File: config.mk
export PLATFORM = sky130hd
export DESIGN_NAME = ysyx_24080006_ex_stage
export DESIGN_NICKNAME = d
export VERILOG_FILES = /design/src/rtl/ysyx_24080006_pkg.sv /design/src/rtl/ysyx_24080006_alu.sv /design/src/rtl/ysyx_24080006_ex_stage.sv
export SDC_FILE = /design/constraint.sdc
export NUM_CORES = 1
export LEC_CHECK = 0
export ABC_CLOCK_PERIOD_IN_PS = 6400
export BUFFER_PORTS_ARGS = -buffer_cell sky130_fd_sc_hd__buf_2
export CAP_MARGIN = 20
export CORE_MARGIN = 4
export CORE_UTILIZATION = 35
export DETAILED_ROUTE_END_ITERATION = 7
export HOLD_SLACK_MARGIN = 0.05
export PLACE_DENSITY_LB_ADDON = 0.05
export SLEW_MARGIN = 20
export SYNTH_ARGS = -nofsm -noshare
export SYNTH_HDL_FRONTEND = slang
export SYNTH_HIERARCHICAL = 1
export SYNTH_SLANG_ARGS = --single-unit
export TNS_END_PERCENT = 1
File: constraint.sdc
create_clock -name clock -period 6.4 [get_ports clock]
set_input_delay 0 -clock clock [delete_from_list [all_inputs] [get_ports clock]]
set_output_delay 0 -clock clock [all_outputs]
set_load 0.05 [all_outputs]
File: src/rtl/ysyx_24080006_pkg.sv
// ysyx_24080006_pkg: shared types for the execute stage and its IDU/LSU interfaces.
package ysyx_24080006_pkg;
    localparam int REG_WIDTH = 5;
    typedef enum logic [3:0] {
        ALU_ADD, ALU_SUB, ALU_SLL, ALU_SLT, ALU_SLTU, ALU_XOR,
        ALU_SRL, ALU_SRA, ALU_OR, ALU_AND, ALU_PASSB, ALU_CSR
    } alu_op_e;
    typedef enum logic [2:0] {BR_NONE, BEQ, BNE, BLT, BGE, BLTU, BGEU} br_type_e;
    typedef enum logic [1:0] {EX_IDLE, EX_SEND, EX_COMMIT} exu_fsm_e;
    typedef struct packed {
        logic [31:0] pc;
        logic [31:0] alu_a;
        logic [31:0] alu_b;
        logic [31:0] rs1_data;
        logic [31:0] rs2_data;
        logic [31:0] csr_rdata;
        logic        is_zc;
        logic        flush;
        logic        valid;
    } stage_t;
    typedef struct packed {
        alu_op_e              alu_op;
        br_type_e             br_type;
        logic                 is_jump;
        logic                 is_jalr;
        logic                 is_load;
        logic                 is_store;
        logic                 reg_we;
        logic [REG_WIDTH-1:0] rd;
        logic [31:0]          imm;
    } decoder_t;
    typedef struct packed {
        logic                 valid;
        logic [31:0]          pc;
        logic [31:0]          result;
        logic [31:0]          store_data;
        logic                 is_load;
        logic                 is_store;
        logic                 reg_we;
        logic [REG_WIDTH-1:0] rd;
    } exu2lsu_t;
endpackage

File: src/rtl/ysyx_24080006_alu.sv
// ysyx_24080006_alu: combinational ALU with compare flags for branch resolution.
module ysyx_24080006_alu
    import ysyx_24080006_pkg::*;
(
    input  alu_op_e     i_alu_op,
    input  logic [31:0] i_a,
    input  logic [31:0] i_b,
    output logic [31:0] o_result,
    output logic        o_eq,
    output logic        o_lt,
    output logic        o_ltu
);
    assign o_eq  = i_a == i_b;
    assign o_lt  = $signed(i_a) < $signed(i_b);
    assign o_ltu = i_a < i_b;
    always_comb begin
        o_result = i_a + i_b;
        case (i_alu_op)
            ALU_SUB:   o_result = i_a - i_b;
            ALU_SLL:   o_result = i_a << i_b[4:0];
            ALU_SLT:   o_result = {31'd0, o_lt};
            ALU_SLTU:  o_result = {31'd0, o_ltu};
            ALU_XOR:   o_result = i_a ^ i_b;
            ALU_SRL:   o_result = i_a >> i_b[4:0];
            ALU_SRA:   o_result = $signed(i_a) >>> i_b[4:0];
            ALU_OR:    o_result = i_a | i_b;
            ALU_AND:   o_result = i_a & i_b;
            ALU_PASSB: o_result = i_b;
            default:   o_result = i_a + i_b;
        endcase
    end
endmodule

File: src/rtl/ysyx_24080006_ex_stage.sv
// ysyx_24080006_ex_stage: execute stage; one instruction in flight from IDU accept to WBU retire.
module ysyx_24080006_ex_stage
    import ysyx_24080006_pkg::*;
#(
    parameter int RESET_PC_ALIGN = 1
) (
    input  logic                 clock,
    input  logic                 reset,
    input  stage_t               idu2exu,
    input  decoder_t             decoder,
    output logic                 exu2idu_ready,
    output exu2lsu_t             exu2lsu,
    input  logic                 lsu2exu_ready,
    input  logic                 wb_valid,
    input  logic [31:0]          wb_data,
    output logic [REG_WIDTH-1:0] rd_addr,
    output logic                 forward_en,
    output logic [31:0]          forward_data,
    output logic                 redirect_valid,
    output logic [31:0]          redirect_pc
);
    localparam logic [31:0] ALIGN_MASK = ~((32'd1 << RESET_PC_ALIGN) - 32'd1);
    exu_fsm_e             r_state;
    logic                 r_ready;
    exu2lsu_t             r_lsu;
    logic [REG_WIDTH-1:0] r_rd;
    logic                 r_redir_v;
    logic [31:0]          r_redir_pc;
    logic [31:0]          w_alu_res;
    logic                 w_eq;
    logic                 w_lt;
    logic                 w_ltu;
    logic                 w_fire;
    logic                 w_taken;
    logic                 w_jump;
    logic                 w_redir;
    logic [31:0]          w_target;
    logic [31:0]          w_result;
    ysyx_24080006_alu u_alu (
        .i_alu_op (decoder.alu_op),
        .i_a      (idu2exu.alu_a),
        .i_b      (idu2exu.alu_b),
        .o_result (w_alu_res),
        .o_eq     (w_eq),
        .o_lt     (w_lt),
        .o_ltu    (w_ltu)
    );
    assign w_fire   = idu2exu.valid && r_ready;
    assign w_jump   = decoder.is_jump || decoder.is_jalr;
    assign w_taken  = (decoder.br_type == BEQ)  ? w_eq  :
                      (decoder.br_type == BNE)  ? !w_eq :
                      (decoder.br_type == BLT)  ? w_lt  :
                      (decoder.br_type == BGE)  ? !w_lt :
                      (decoder.br_type == BLTU) ? w_ltu :
                      (decoder.br_type == BGEU) ? !w_ltu : 1'b0;
    assign w_redir  = w_jump || w_taken;
    assign w_target = (decoder.is_jalr ? idu2exu.rs1_data + decoder.imm
                                       : idu2exu.pc + decoder.imm) & ALIGN_MASK;
    // Link value is computed here so the IDU need not route pc/4 into alu_a/alu_b for jumps.
    assign w_result = w_jump ? idu2exu.pc + (idu2exu.is_zc ? 32'd2 : 32'd4) :
                      (decoder.alu_op == ALU_CSR) ? idu2exu.csr_rdata : w_alu_res;
    always_ff @(posedge clock or negedge reset) begin
        if (!reset) begin
            r_state    <= EX_IDLE;
            r_ready    <= 1'b0;
            r_lsu      <= '0;
            r_rd       <= '0;
            r_redir_v  <= 1'b0;
            r_redir_pc <= '0;
        end else begin
            r_redir_v <= 1'b0;
            case (r_state)
                EX_IDLE: begin
                    r_ready <= !w_fire;
                    if (w_fire && !idu2exu.flush) begin
                        r_lsu <= '{valid: 1'b1, pc: idu2exu.pc, result: w_result,
                                   store_data: idu2exu.rs2_data, is_load: decoder.is_load,
                                   is_store: decoder.is_store, reg_we: decoder.reg_we,
                                   rd: decoder.rd};
                        r_rd       <= decoder.reg_we ? decoder.rd : '0;
                        r_redir_v  <= w_redir;
                        r_redir_pc <= w_redir ? w_target : r_redir_pc;
                        r_state    <= EX_SEND;
                    end
                end
                EX_SEND: begin
                    if (lsu2exu_ready) begin
                        r_lsu.valid <= 1'b0;
                        r_state     <= EX_COMMIT;
                    end
                end
                EX_COMMIT: begin
                    if (wb_valid) begin
                        r_rd    <= '0;
                        r_ready <= 1'b1;
                        r_state <= EX_IDLE;
                    end
                end
                default: r_state <= EX_IDLE;
            endcase
        end
    end
    assign exu2idu_ready  = r_ready;
    assign exu2lsu        = r_lsu;
    assign rd_addr        = r_rd;
    assign redirect_valid = r_redir_v;
    assign redirect_pc    = r_redir_pc;
    assign forward_en     = (r_state == EX_COMMIT) && wb_valid && (r_rd != '0);
    assign forward_data   = forward_en ? wb_data : '0;
endmodule

==> results by stage, run 1 <==
Die:
- The die area is ~55000 µm².
- The floorplan core area is roughly 50000 µm².
- The overall die height is 234 µm.
- The starting density of the core is around 35%.
- The horizontal extent of the die is roughly 230 µm.
- The site row count is ~80.
- The top-level port count is 457.

Route:
- The count of unresolved DRC violations after routing is 0.
- Using the TritonRoute via totals, the vias-per-cell ratio works out to between 5 and 6.
- Wires add up to roughly 86000 µm.
- The pre-antenna-repair detailed-routing pass consisted of 5 iterations.
- The total number of vias is 20700.
- In the final routed layout, each cell accounts on average for 24.2 µm.
- The number of nets with antenna violations after detailed routing is 0.
- In this run, the number of DRC markers left after iteration 0 of detailed routing was about 2100.

Logic synthesis:
- The count of flip-flops with a built-in enable after synthesis is 0.
- The portion of synthesized area spent on multiplexers is roughly 11%.
- The synthesized-area fraction occupied by ao, oa, aoi and oai cells is 25.8%.
- After Yosys synthesis, XOR and XNOR cells account for under 10% of the synthesized area.
- The mean instance size in the synthesized netlist is 7.36 µm².
- The fraction of synthesized cell area taken by the top area cell type is 20.4%.
- The largest area contributor in the netlist is sky130_fd_sc_hd__dfrtp_1.
- The portion of the post-synthesis area used by sequential elements is 20.4%.
- In the synthesized netlist the dominant register cell turns out to be sky130_fd_sc_hd__dfrtp_1.
- The largest family of logic cells by synthesized area is compound AO/OA/AOI/OAI gates.
- After technology mapping, the gate count stands at ~2400.
- The cell with the most instances after synthesis is sky130_fd_sc_hd__nand2_1.
- Summing every instance area after synthesis gives 17800 µm².
- The synthesized design contains around 150 register bits.
- In the synthesized netlist, the cells that appear most often are sky130_fd_sc_hd__nand2_1, sky130_fd_sc_hd__o21ai_0, sky130_fd_sc_hd__a21oi_1.
- The warning count from the yosys run is 6.
- When the netlist entered floorplanning its net count stood at 2832.
- The share of flip-flops with an asynchronous set or reset after synthesis is 100%.
- Sorting the synthesized cells by area gives the leading types as sky130_fd_sc_hd__dfrtp_1, sky130_fd_sc_hd__nand2_1, sky130_fd_sc_hd__ha_1.
- Of the total synthesized cell area, the portion taken by full adders, half adders and majority gates is under 10%.
- The simple-gate share of the synthesized area is roughly a quarter.
- The number of library cell types mapped by synthesis is between 100 and 150.

STA:
- For the final database, setup skew stands at roughly 0.0067 ns.
- The count of pins over their slew limit is 0.
- Setup repair after global routing left no endpoint under its margin.
- Timing would allow up to ~230 MHz.
- After layout, the minimum clock period comes to ~4.4 ns.
- Once routing completed, OpenROAD measured the worst setup slack at 1.99 ns.
- The worst hold slack is between 0.06 and 0.07 ns.
- Measured against its own limit, the worst slew margin works out to between 30% and 40%.
- Setup violations remaining at the end of the flow were counted as 0.
- The actual transition at the worst max-transition pin is ~1 ns.
- The final-layout setup total negative slack is 0 ns.
- The final-report hold violation count came to 0.
- The part of the cycle the worst path needs is between 60% and 70%.

Placement:
- The cell count after placement is approximately 3400.
- The last weighted congestion value of the routability-driven placer is between 0.9 and 1.
- The post-placement cell area is 20500 µm².
- The number of I/O port buffers is 455.
- The total half-perimeter wirelength after legalization and detailed placement is approximately 67000 µm.
- Before CTS, the worst setup slack after placement is between 1.5 and 2 ns.

Hold path:
- The startpoint of the lowest-slack hold path is decoder[30].
- The worst min-delay path category is primary input to register.

Power and ir drop:
- The largest voltage drop on the vdd net is 0.257 mV.
- The design draws approximately 6.6 mW.
- The power per unit of standard cell area is roughly 300 nW/µm².
- Sequential cells account for between 20% and 30% of the total power.
- The switching share of power is a little under three fifths.
- The share of power burned in combinational logic is 60.9%.
- The net switching power figure is 3.71 mW.
- Summed over all cells, the static leakage comes to ~11 nW.
- The cell-internal power is about 2.9 mW.
- The clock network fraction of total power is around 15%.

Setup path:
- The slowest stage of the critical path belongs to the cell sky130_fd_sc_hd__a21oi_1.
- The critical path startpoint is idu2exu[100].
- The type of the worst setup path is primary input to register.
- The critical path arrival is 4.73 ns.
- In this run the worst path has a maximum fanout of 38.
- The launching point of the worst reg2reg path is r_state[1].
- Walking the worst path, the cells encountered are buf_4, inv_1, ha_1, a211oi_1, o211ai_1, nand4_1, a21oi_1, a211oi_1, nor2_1, nand3_1, a2111oi_0, o32ai_1, mux2i_1, nor3_1, a21oi_1, o21ai_1.
- The required time at the worst-slack endpoint is 6.72 ns.
- The largest incremental delay on the critical path is roughly 0.58 ns.
- STA classifies the critical path endpoint as a register.
- The element type at the critical path start is a primary input.

Layout:
- The non-filler instance count after layout is 3548.
- The final design area excluding fillers is 22200 µm².
- The layout-stage area growth over the synthesis result is 24.5%.
- The final layout net count is between 3000 and 4000.
- The final core utilization is 44.1%.
- In the final layout, the share of cells above drive strength 1 is between 20% and 30%.

Clock network:
- The total CTS buffers is 17.
- TritonCTS built the clock tree.
- The clock transition at the registers of the reported paths is 0.06 ns.
- The longest clock path from root to sink contains 2 buffers.
- The number of clock sinks is 145.
- The number of resized instances in the post-cts repair step is 0.
- In this run the clock root is driven by a sky130_fd_sc_hd__clkbuf_16.
- The maximum level of the CTS H-tree is 4.
- The clock reaches the later pin of the worst-skew pair after about 0.44 ns.

GRT:
- The number of global-route vias before repair is ~20000.
- The leftover overflow at the end of global routing is 0.
- The overall routing resource usage is a little under 30%.
- Entering global routing, the biggest net connects a little over 90 pins.
- The first global-routing pass estimated about 120000 µm of wire.
- The number of antenna violations at the first check in global routing is 5.

Run status:
- The flow ran to the end, and the final reports show no timing, DRC or antenna violations.

Run:
- The count of max-cap constraint violations is 0.
worst max-delay path: cells and delay by family:
family | cells | cell delay (ns)
buf+inv | 2 | 0.75
compound gates | 8 | 2.20
mux | 1 | 0.37
fa+ha+maj | 1 | 0.46
simple gates | 4 | 0.87
power by group through the flow:
stage / clock [mW] / sequential, mW / combinational, mW
6_report: 1.01 / 1.58 / 4.03
5_1_grt: 1.06 / 1.62 / 4.29
4_1_cts: 1.03 / 1.57 / 4.02
3_5_place_dp: 0 / 1.58 / 3.96
3_3_place_gp: 0 / 1.57 / 3.94
2_1_floorplan: 0 / 3.00 / 1.34
layout make-up:
cell class                      instances  area [µm²]
Fill cell                            5170       28100
Multi-Input combinational cell       1986       13100
Sequential cell                       145        3630
Timing Repair Buffer                  592        3580
Tap cell                              672         841
Inverter                              118         443
Clock buffer                           17         425
Clock inverter                         15         150
Antenna cell                            3        7.51
what timing repair did:
item / in CTS / in global routing
hold endpoints to repair: 203 / 0
hold buffers: 106 / 0
buffers inserted: 0 / 0
routing by layer:
layer | GRT usage (%) | share of wire [%] | vias up
met3 | 5.13 | 8.3 | 126
li1 | - | - | 9559
met4 | 8.73 | 3.0 | 4
met1 | 40.7 | 43 | 9947
met5 | 0 | 0.032 | -
met2 | 48.3 | 46 | 1016
worst paths after layout:
kind	endpoint	slack (ns)	depth (start not counted)
worst max-delay path	exu2lsu[69]	1.99	16
worst min-delay path	redirect_pc[30]	0.07	3
worst max register to register	exu2lsu[67]	3.78	5
worst min register to register	exu2lsu[72]	0.47	2
max in group asynchronous	exu2lsu[85]	4.85	3
min in group asynchronous	exu2lsu[21]	0.22	2
cells in the final DEF (no fill, tap or decap), types with 35 or more instances in the layout:
master	n
sky130_fd_sc_hd__nor3_1	49
sky130_fd_sc_hd__dfrtp_1	145
sky130_fd_sc_hd__dlygate4sd3_1	106
sky130_fd_sc_hd__a21oi_1	175
sky130_fd_sc_hd__mux4_2	35
sky130_fd_sc_hd__nand3_1	67
sky130_fd_sc_hd__buf_2	452
sky130_fd_sc_hd__mux2_2	59
sky130_fd_sc_hd__xnor2_1	36
sky130_fd_sc_hd__o21ai_0	184
sky130_fd_sc_hd__ha_1	129
sky130_fd_sc_hd__and2_1	39
sky130_fd_sc_hd__nand2_1	486
sky130_fd_sc_hd__mux2i_1	54
sky130_fd_sc_hd__nor2_1	157
sky130_fd_sc_hd__inv_1	115
flip-flops by register name (all words and copies together) (netlist names):
name,flops
redirect_valid,1
exu2lsu,105
r_state,2
exu2idu_ready,1
rd_addr,5
redirect_pc,31
cells by family after synthesis:
logic type | count (synthesis)
simple gates | 945
xor+xnor | 54
flops | 145
other cells | 1
fa+ha+maj | 133
compound gates | 703
mux | 150
buf+inv | 288
Power figures use the tool's default switching activity.
==> run 2, diff against run 1 <==
Settings changed: ABC_AREA set to 1, ABC_CLOCK_PERIOD_IN_PS 6400 to 3700.
Clock period 6.4 ns to 3.7 ns, I/O delays scaled along.
==> run 2 against run 1 <==
Sequential share of layout area down 1.4 points. Clock skew is 0.013 ns higher. Critical path depth is 2 higher. Cell area increased by 9.5%. Critical endpoint unchanged. Largest cell class unchanged. Largest power group unchanged. Highest routed layer unchanged.
==> results by stage, run 2 <==
Run status:
- The run finished with clean final reports.

Clock network:
- The total CTS buffers is 17 (unchanged).
- The count of buffers added by post-CTS timing repair for setup is 0 (unchanged).
- The number of clock sinks was 145 (unchanged).
- The clock transition at the registers of the reported paths came to 0.07 ns (about the same).
- The maximum level of the CTS H-tree is 4 (unchanged).
- The insertion delay of the later-clocked pin in the worst-skew pair is 0.46 ns (+0.02 ns).
- The CTS tree is done.
- CTS placed an instance of sky130_fd_sc_hd__clkbuf_16 at the clock tree root.
- The maximum count of clock buffers along a single path came to 2 (unchanged).

Logic synthesis:
- sky130_fd_sc_hd__nand2_1 takes more of the synthesized area than any other cell.
- By area the synthesized netlist is led by sky130_fd_sc_hd__nand2_1, sky130_fd_sc_hd__dfrtp_1, sky130_fd_sc_hd__nand3_1.
- The count of flip-flops with a built-in enable after synthesis was 0 (unchanged).
- The cell with the most instances after synthesis is sky130_fd_sc_hd__nand2_1.
- The synthesized netlist net count is 3848 (+36%).
- The share of flip-flops with an asynchronous set or reset after synthesis is 100% (unchanged).
- Counting instances in the post-synthesis netlist gives the leading cell types as sky130_fd_sc_hd__nand2_1, sky130_fd_sc_hd__nand3_1, sky130_fd_sc_hd__inv_1.
- The warning count from the yosys run is 6 (unchanged).
- The mean instance size in the synthesized netlist was 5.69 µm² (-23%).
- The count of state elements after synthesis is 145 (unchanged).
- The synthesized netlist cell count is 3435 (+42%).
- The number of library cell types mapped by synthesis is 54 (-48%).
- The most frequently used flop master after synthesis is sky130_fd_sc_hd__dfrtp_1.
- The fraction of synthesized cell area taken by the top area cell type is 21.2% (+0.85 points).
- The cell area after synthesis came to 19500 µm² (+9.7%).
- The portion of the post-synthesis area used by sequential elements is 18.6% (-1.8 points).

Placement:
- The post-placement cell area is 22600 µm² (+9.8%).
- The number of I/O port buffers was 455 (unchanged).
- The total half-perimeter wirelength after legalization and detailed placement came to 93000 µm (+40%).
- The setup slack at placement is 0.286 ns (-1.38 ns).
- The last weighted congestion value of the routability-driven placer is 1.02 (+6.7%).

Run:
- The count of max-cap constraint violations was 0 (unchanged).

STA:
- The final-layout setup total negative slack is 0 ns (unchanged).
- The post-layout worst setup margin came to 0.566 ns (-1.43 ns).
- The actual transition at the worst max-transition pin is 1.01 ns (+0.00395 ns).
- The count of pins over their slew limit is 0 (unchanged).
- Setup repair after global routing left no endpoint under its margin.
- The maximum clock skew at final layout is 0.0196 ns (+0.0129 ns).
- The normalized max-slew margin is 32.4% (-0.34 points).
- Dividing the final minimum period by the clock period gives approximately 85%.
- The setup-violating endpoint count in the final report is 0 (unchanged).
- The routed design could run at a clock period as short as around 3.1 ns.
- The final-report hold violation count was 0 (unchanged).
- The worst hold slack came to 0.0583 ns (-0.00829 ns).
- Derived from the worst setup path, the maximum achievable clock frequency is 319 MHz.

Setup path:
- The largest fanout on the critical path is 6 (-84%).
- STA classifies the critical path endpoint as a register.
- The worst register-to-register path begins at exu2idu_ready.
- The critical path ends at exu2lsu[69].
- The critical path is of the primary input to register type.
- The required time at the worst-slack endpoint is 4.03 ns (-2.69 ns).
- The element type at the critical path start is a primary input.
- The critical path arrival came to 3.46 ns (-1.27 ns).
- The cell count of the worst reg-to-reg path came to 9 (+4).
- In this run the critical register-to-register path is captured at exu2lsu[61].
- The slack of the worst reg-to-reg path was 1.08 ns (-2.70 ns).
- The most critical setup path has its startpoint at idu2exu[149].

Layout:
- The final layout net count is 4349 (+33%).
- The flip-flop count of the largest register after layout is 105 (unchanged).
- The library cell used most frequently in the layout, excluding fill and tap cells, is sky130_fd_sc_hd__nand2_1.
- The fraction of final layout cells with drive strength greater than 1 is 15.7% (-7.4 points).
- From synthesis to final layout, the design area changed by 24.4%.
- The final design area excluding fillers is 24300 µm² (+9.5%).
- In the layout the commonest cells are sky130_fd_sc_hd__nand2_1, sky130_fd_sc_hd__buf_2, sky130_fd_sc_hd__nand3_1, sky130_fd_sc_hd__inv_1, sky130_fd_sc_hd__nor2_1.

Route:
- The number of nets with antenna violations after detailed routing was 0 (unchanged).
- The ratio of routed vias to standard cells is 5.39 (-7.3%).
- The initial detailed-routing violation count is 2626 (+28%).
- The number of iterations in the first detailed-routing pass was 6 (+1).
- The total number of vias is 25400 (+23%).
- The routed wire length per instance is 23.7 µm (-2.0%).
- The count of unresolved DRC violations after routing is 0 (unchanged).
- The sum of routed wire length over all layers is 111000 µm (+30%).

Power and ir drop:
- The power per unit of standard cell area is 509 nW/µm² (+71%).
- The largest voltage drop on the vdd net came to 0.409 mV (+59%).
- The total leakage power is 13.1 nW (+24%).

GRT:
- The number of antenna violations at the first check in global routing is 6 (+1).
- The overall routing resource usage was 35.6% (+5.8 points).
- The largest net degree at the start of global routing is 97 (+6.6%).
- The leftover overflow at the end of global routing was 0 (unchanged).
- The global-route wire length before repair is 161000 µm (+29%).
- The number of global-route vias before repair came to 24000 (+23%).

Die:
- The overall die height was 244 µm (+4.6%).
- The floorplan core area was 55200 µm² (+9.8%).
- The horizontal extent of the die is 244 µm (+4.6%).
- The starting density of the core was 35.4% (about the same).
- The site row count was 86 (+4.9%).
- The top-level port count is 457 (unchanged).
- The die area is 59700 µm² (+9.4%).

Hold path:
- The worst min-delay path category is primary input to register.
==> run 2: cell count changes after synthesis, moves of 28 or more <==
cell                       change
sky130_fd_sc_hd__nor2_1      +211
sky130_fd_sc_hd__a21o_1       -30
sky130_fd_sc_hd__a211oi_1     -30
sky130_fd_sc_hd__mux4_2       -35
sky130_fd_sc_hd__clkbuf_1     -85
sky130_fd_sc_hd__inv_1       +257
sky130_fd_sc_hd__xnor2_1      -28
sky130_fd_sc_hd__nand3_1     +373
sky130_fd_sc_hd__nand4_1      +35
sky130_fd_sc_hd__nand2_1     +619
sky130_fd_sc_hd__and2_1       -34
sky130_fd_sc_hd__mux2_2       -59
sky130_fd_sc_hd__buf_2        +38
sky130_fd_sc_hd__mux2i_1      -54
==> run 2: kinds of logic after synthesis <==
| group | Yosys count | synth area share, % |
|---|---|---|
| AND/OR/NAND/NOR | 2085 | 45.3 |
| buffers and inverters | 535 | 11.5 |
| AO/OA/AOI/OAI | 501 | 14.3 |
| flip-flops | 145 | 18.6 |
| adder cells (fa/ha/maj) | 133 | 8.67 |
| XOR/XNOR | 35 | 1.57 |
| other | 1 | 0.0192 |
==> run 2: how the worst min path moves through the flow <==
| stage | to | depth (start not counted) | startpoint | slack, ns |
|---|---|---|---|---|
| final | exu2lsu[98] | 3 | idu2exu[189] | 0.06 |
| after global routing | exu2lsu[55] | 4 | idu2exu[18] | 0.07 |
| after CTS | exu2lsu[98] | 3 | idu2exu[189] | 0.05 |
| after detailed placement | redirect_pc[10] | 1 | reset | 0.15 |
| after global placement | redirect_pc[10] | 1 | reset | 0.14 |
| after floorplan | exu2idu_ready | 0 | reset | -0.30 |
==> run 2: stage by stage <==
| step | cells | power, mW | utilization [%] |
|---|---|---|---|
| after floorplan | 3435 | 7.88 | - |
| after global placement | 4554 | 10.3 | 40.9 |
| after detailed placement | 4554 | 10.3 | 40.9 |
| after CTS | 4696 | 12.3 | 44.0 |
| after global routing | 4700 | 13.0 | 44.0 |
| final | 4703 | 12.4 | 44.0 |
==> run 2: worst max-delay path: stages <==
cell	delay (ns)
sky130_fd_sc_hd__buf_2	0.17
sky130_fd_sc_hd__inv_1	0.06
sky130_fd_sc_hd__ha_1	0.41
sky130_fd_sc_hd__buf_4	0.23
sky130_fd_sc_hd__inv_1	0.17
sky130_fd_sc_hd__a21oi_1	0.23
sky130_fd_sc_hd__o21ai_0	0.18
sky130_fd_sc_hd__a21oi_1	0.26
sky130_fd_sc_hd__nor2_1	0.07
sky130_fd_sc_hd__nor2_1	0.16
sky130_fd_sc_hd__nand3_1	0.09
sky130_fd_sc_hd__nand3_1	0.11
sky130_fd_sc_hd__nand3_1	0.27
sky130_fd_sc_hd__nor2_1	0.22
sky130_fd_sc_hd__o21ai_0	0.11
sky130_fd_sc_hd__inv_1	0.09
sky130_fd_sc_hd__a21oi_1	0.06
sky130_fd_sc_hd__dlygate4sd3_1	0.56
==> run 2: final cells by class <==
cell class	instances	area, µm²
multi-input combinational	2755	13700
fill	6295	30900
inverter	393	1480
tap	748	936
timing repair buffer	624	3960
antenna	6	15.0
clock inverter	15	190
sequential	145	3630
clock buffer	17	425
==> run 2: timing repair <==
action | in CTS | in global routing
endpoints found under the hold margin | 206 | 0
hold buffers | 110 | 0
resized for setup | 0 | 0
==> run 2: power breakdown <==
group	switching [mW]	internal, mW	total (mW)
Clock	0.892	0.920	1.81
Combinational	5.93	1.86	7.79
Sequential	0.446	2.33	2.78
==> run 2: routing by layer <==
layer  wire [µm]  track usage, %  share of wire (%)
met4        6260            16.5                5.6
met3        7850            4.65                7.1
met5          26               0              0.023
met1       46400            45.9                 42
met2       50700            59.3                 46
